## config.mk

```make
export PLATFORM = sky130hd
export DESIGN_NAME = up_counter_timer
export DESIGN_NICKNAME = d
export VERILOG_FILES = /design/src/rtl/up_counter_timer.sv
export SDC_FILE = /design/constraint.sdc
export NUM_CORES = 1
export LEC_CHECK = 0
export CORE_UTILIZATION = 35
export CTS_BUF_LIST = sky130_fd_sc_hd__clkbuf_4
export DETAILED_ROUTE_END_ITERATION = 16
export GPL_TIMING_DRIVEN = 0
export PLACE_DENSITY = 0.67
export SLEW_MARGIN = 20
export SYNTH_ARGS = -nofsm -noshare
export SYNTH_HDL_FRONTEND = slang
export SYNTH_SLANG_ARGS = --single-unit
```

## constraint.sdc

```tcl
create_clock -name clk -period 1.53 [get_ports clk]
set_input_delay 0.306 -clock clk [delete_from_list [all_inputs] [get_ports clk]]
set_output_delay 0.306 -clock clk [all_outputs]
set_load 0.005 [all_outputs]
```

## src/rtl/up_counter_timer.sv

```systemverilog
// ============================================================================
// Module  : up_counter_timer
// Brief   : Up-counting programmable timer, one-shot or periodic, with a
//           terminal-count pulse. Optional prescaler via UP_CNT_PRESCALE_EN.
// Revision: 1.0 - initial release
// ============================================================================
`default_nettype none

module up_counter_timer #(
    parameter int WIDTH      = 4,
    parameter int PRESCALE_W = 4
) (
    input  logic                  clk,
    input  logic                  rst,
    input  logic                  start,
    input  logic                  stop,
    input  logic                  mode,
`ifdef UP_CNT_PRESCALE_EN
    input  logic [PRESCALE_W-1:0] prescale,
`endif
    input  logic [WIDTH-1:0]      limit,
    output logic [WIDTH-1:0]      count,
    output logic                  tc,
    output logic                  busy,
    output logic                  done
);

    typedef enum logic [1:0] {
        S_IDLE = 2'd0,
        S_RUN  = 2'd1,
        S_DONE = 2'd2
    } state_t;

    state_t             state_q;
    logic [WIDTH-1:0]   count_q;
    logic [WIDTH-1:0]   limit_q;
    logic               mode_q;
    logic               tc_q;
    logic               busy_q;
    logic               done_q;
    logic               tick;

`ifdef UP_CNT_PRESCALE_EN
    logic [PRESCALE_W-1:0] prescale_q;
    logic [PRESCALE_W-1:0] pre_cnt_q;

    assign tick = (pre_cnt_q == prescale_q);

    // Prescaler only advances in RUN; every other situation restarts it at 0.
    always_ff @(posedge clk or posedge rst) begin
        if (rst) begin
            prescale_q <= '0;
            pre_cnt_q  <= '0;
        end else if (stop) begin
            pre_cnt_q  <= '0;
        end else if (start) begin
            prescale_q <= prescale;
            pre_cnt_q  <= '0;
        end else if (state_q == S_RUN) begin
            pre_cnt_q  <= tick ? '0 : pre_cnt_q + PRESCALE_W'(1);
        end else begin
            pre_cnt_q  <= '0;
        end
    end
`else
    assign tick = 1'b1;
`endif

    always_ff @(posedge clk or posedge rst) begin
        if (rst) begin
            state_q <= S_IDLE;
            count_q <= '0;
            limit_q <= '0;
            mode_q  <= 1'b0;
            tc_q    <= 1'b0;
            busy_q  <= 1'b0;
            done_q  <= 1'b0;
        end else if (stop) begin
            state_q <= S_IDLE;
            count_q <= '0;
            tc_q    <= 1'b0;
            busy_q  <= 1'b0;
            done_q  <= 1'b0;
        end else if (start) begin
            state_q <= S_RUN;
            count_q <= '0;
            limit_q <= limit;
            mode_q  <= mode;
            tc_q    <= 1'b0;
            busy_q  <= 1'b1;
            done_q  <= 1'b0;
        end else begin
            case (state_q)
                S_RUN: begin
                    if (!tick) begin
                        tc_q <= 1'b0;
                    end else if (count_q == limit_q) begin
                        // Count never passes limit_q, so the increment cannot overflow.
                        tc_q <= 1'b1;
                        if (mode_q) begin
                            count_q <= '0;
                        end else begin
                            state_q <= S_DONE;
                            busy_q  <= 1'b0;
                            done_q  <= 1'b1;
                        end
                    end else begin
                        count_q <= count_q + WIDTH'(1);
                        tc_q    <= 1'b0;
                    end
                end
                default: begin
                    tc_q <= 1'b0;
                end
            endcase
        end
    end

    assign count = count_q;
    assign tc    = tc_q;
    assign busy  = busy_q;
    assign done  = done_q;

endmodule

`default_nettype wire

```

-- Yosys cells after proc, flatten, opt, wreduce, memory -nomap -nowiden
Cells that the tools add are included.
- flip-flop bits (word level): 14
- output and inout port bits: 7
- $add $sub $neg: 1
- equality and inequality tests: 4
- mux-type cells: 24
- bitwise gates (word level): 1
- reductions and logical operators: 5
- operators with widths (cell ; count):
    $mux 4 ; 5
    $mux 1 ; 14
    $mux 2 ; 5
    $reduce_bool 3->1 ; 2
    $add 4x1->4 const B ; 1
    $eq 4x4->1 ; 1
    $ne 4x4->1 const B ; 1
    $reduce_and 2->1 ; 2
    $ne 3x3->1 const B ; 1
    $reduce_and 3->1 ; 1
    $eq 2x1->1 const B ; 1
    $not 1->1 ; 1

-- Longest topological paths before layout
- depth in word-level cells: 5
- mapped depth: 5

-- Least setup slack after synthesis
Ideal clock, no wire load.
- path kind: register to register
- start: register count_q[0] (netlist: count[0])
- end: register count_q[3] (netlist: count[3])
- library setup time: 69 ps
- arrival time: 1366 ps
- required time: 1461 ps
- slack: 95 ps
- cell stages (with the launch flop): 5
- path through: dfrtp_1 -> xnor2_1 -> nand4_2 -> or4b_1 -> nand3_1
- word-level cells in the longest chain between the ends: 5
- RTL lines (item ; line ; RTL):
    start: declaration ; 35 ; logic [WIDTH-1:0] count_q;
    start signal: assignment ; 108 ; count_q <= count_q + WIDTH'(1);
    $add 4x1->4 / $eq 4x4->1 (equally long branches) ; 108, 97 ;
    $mux 4 ; 97 ; end else if (count_q == limit_q) begin
    $mux 4 ; 93 ; case (state_q)
    $mux 4 ; 84 ; end else if (start) begin
    $mux 4 ; 78 ; end else if (stop) begin
Several ways; a longest one is shown, not always the timed one. The select of a mux whose other input is x is not followed.
A chain may end at the register's enable or synchronous reset.

-- Final worst setup path
- start: register count_q[2] (netlist: count[2])
- end: register count_q[3] (netlist: count[3])
The elaborated chain is that of the path after synthesis.

==> results.py <==
metrics = {
    "sta": {
        "fin_crit_ns": 1.50,
        "timing.final.crit_share_pct": 98.1,
        "tightestPinTransition_ns": 0.470,
        "drv_slew": 0,
        "skew_ns": 0.00465,
        "finalSetupViolations": 0,
        "timing.fmax_mhz": 666,
        "hold_viol": 0,
        "whs_ns": 0.343,
        "timing.final.ws_setup_ns": 0.0292,
        "rsz0062_at_grt": "yes",
        "relSlewSlack_pct": 68.6,
    },
    "global_route": {
        "grt_max_degree": 13,
        "overflow": 0,
        "grt_pass1_wl_um": 2320,
        "antenna_found_initial": 0,
        "grt_pass1_vias": 522,
        "grt.total_usage_pct": 16.6,
    },
    "drt": {
        "dr_total_vias": 534,
        "post_drt_via_cell_ratio": 5.45,
        "routedWlPerCell_um": 15.3,
        "drtAntennaViolNets": 0,
        "drt_iter0_drc": 11,
        "drt_first_pass_iters": 4,
        "drt_wl_total_um": 1500,
        "drc": 0,
    },
    "critical_path": {
        "arrival_ns": 1.71,
        "ff2ff_setup_slack_ns": 0.03,
        "crit_fanout": 7,
        "cp_slowest_stage_delay_ns": 0.52,
        "startpoint_type": "flop",
        "path_buf_inv": 0,
        "cp_top_family": "simple AND/OR/NAND/NOR gates",
        "crit_type": "flop to flop",
        "worst_setup_path_end_kind": "flop",
        "worst_path_max_delay_cell": "or4b_1",
        "critPathRequiredTime_ns": 1.74,
        "critical_path.cell_chain": "xnor2_2, nand4_2, or4b_1, nand3_1",
    },
    "clock_tree": {
        "cts_tree": "done",
        "clockBufferDepth": 2,
        "path_clk_slew_ns": 0.08,
        "cts_root_buf": "clkbuf_4",
        "ctsHoldBuffers": 0,
        "cts-htree-levels": 1,
        "numClockSinks": 12,
        "clock_latency_ns": 0.27,
        "cts_made_buffers": 3,
    },
    "finish": {
        "drive_above_1_share_pct": 43.9,
        "nFillCells": 148,
        "seq_area_um2": 307,
        "area_delta_synth_final_pct": 51.1,
        "final_core_util_pct": 59.8,
        "antenna_cells": 0,
        "stdcell_count": 98,
        "nNetsFinal": 93,
        "multi_input_comb_area_um2": 353,
    },
    "synth": {
        "synth_warnings": 0,
        "synth_cell_types": 24,
        "yosysSeqAreaShare_pct": 48.1,
        "yosysMostFrequentCell": "dfrtp_1",
        "yosys.area.top_type": "dfrtp_1",
        "synthFlopType": "dfrtp_1",
        "syn_inst": 54,
        "synth_area_leaders": "dfrtp_1 48%, mux2_2 11%, xnor2_1 4.2%",
        "netlist_area_um2": 624,
        "synth_fp_nets": 64,
        "synth_commonest_cells": "12 x dfrtp_1, 6 x mux2_2, 4 x nor2_1",
        "async_flop_share_pct": 100,
        "syn_avg_cell_area_um2": 11.6,
        "synth-seq-cells": 12,
        "synth_edf_count": 0,
        "synth_top_area_share_pct": 48.1,
    },
    "floorplan": {
        "die_w_um": 44.2,
        "rows": 14,
        "core_area_um2": 1580,
        "top_level_ports": 16,
        "die_h_um": 44.2,
        "start_util_pct": 39.6,
        "die-area_um2": 1960,
    },
    "power": {
        "power_density_nw_per_um2": 768,
        "seq_power_share_pct": 51.1,
        "swShare_pct": 27.3,
        "p_int_w": 0.000527,
        "switchingPower_w": 0.000198,
        "p_leak_nw": 0.470,
        "clockPowerShare_pct": 28.4,
        "comb_power_share_pct": 20.5,
        "peakVddDrop_mv": 0.465,
    },
    "outcome": {
        "status": "complete, no violations",
    },
    "place": {
        "dpl.hpwl_um": 916,
        "pre_cts_ws_ns": -0.284,
        "routabilityCongestion": 0.724,
        "dp_cells": 85,
        "portBuffers": 15,
    },
    "hold_path": {
        "hold_class": "input port to async pin",
    },
    "run": {
        "cap_violations": 0,
    },
}
==> flip-flops by register name, summed over array words and instances, names as in the netlist <==
name and count:
limit_q 4, state_q 2, count 4, mode_q 1
tc 1
==> routing by layer <==
metal  routed length [µm]  part of all wire [%]  up-vias  GRT usage, %
li1                     -                     -      253             -
met4                    0                     0        0          7.27
met5                    0                     0        -             0
met1                  708                    47      269          21.4
met3                   39                   2.6        0          3.67
met2                  750                    50       12          26.8
==> power groups by stage <==
stage	clock network (W)	registers [W]	logic [W]
floorplan	0	0.000367	0.0000700
global placement	0	0.000372	0.000111
detailed placement	0	0.000373	0.000113
CTS	0.000210	0.000365	0.000129
global route	0.000227	0.000373	0.000160
finish	0.000206	0.000370	0.000148
==> path summary, 6_finish.rpt <==
check,startpoint,to,cells after the start
max in group asynchronous,rst,count[0],2
min in group clk,stop,state_q[0],2
hold / removal,rst,mode_q,2
hold reg to reg,state_q[1],state_q[1],1
setup / recovery,count[2],count[3],4
setup reg to reg,count[2],count[3],4
==> layout by cell type (no fill, tap or decap) <==
cell type / count
and3_2: 1
o21ai_0: 2
mux2_2: 6
or4b_1: 1
nor3b_1: 2
o21a_1: 1
nor4_1: 1
nor3b_2: 1
nand3_1: 3
nand2_1: 2
clkdlybuf4s50_1: 10
nor2b_1: 1
inv_1: 2
a31o_2: 2
nor2_1: 4
nand4bb_1: 1
a211o_1: 1
nor2b_2: 1
xnor2_2: 4
nand4_2: 1
or2_2: 1
dfrtp_2: 5
dlymetal6s2s_1: 5
clkinv_1: 1
dfrtp_1: 7
clkbuf_4: 3
and4_2: 1
buf_4: 9
ha_1: 1
nor3_1: 1
nor4b_2: 1
==> cell type report <==
cell class | instances | area share [%]
multi-input cells | 40 | 37.4
flip-flops and latches | 12 | 32.5
repair buffers | 24 | 24.4
clock buffers | 3 | 2.39
well taps | 16 | 2.12
inverters | 2 | 0.796
clock inverters | 1 | 0.398
==> metrics by stage <==
step / power, W / instance area (µm²) / setup TNS [ns]
2_1_floorplan: 0.000437 / 624 / 0
3_3_place_gp: 0.000483 / 795 / -1.60
3_5_place_dp: 0.000486 / 795 / -1.87
4_1_cts: 0.000704 / 863 / 0
5_1_grt: 0.000761 / 943 / -0.0636
6_report: 0.000724 / 943 / 0
==> what timing repair did <==
item / in CTS / in global routing
resized for setup: 4 / 12
pin swaps: 1 / 1
buffers inserted: 5 / 4
setup endpoints to repair: 9 / 14
cloned: 0 / 0
==> logic make-up (layout without fill, tap and decap cells) <==
group / after synthesis / in the layout / synth area share [%]
buffers and inverters: 2 / 30 / 1.20
xor gates and xnor gates: 4 / 4 / 6.82
adders and majority gates: 1 / 1 / 2.00
AOI/OAI and AO/OA: 6 / 6 / 7.02
DFF: 12 / 12 / 48.1
muxes: 6 / 6 / 10.8
and+or+nand+nor: 23 / 23 / 24.0
Note: power is estimated with default switching activity, not from simulation.
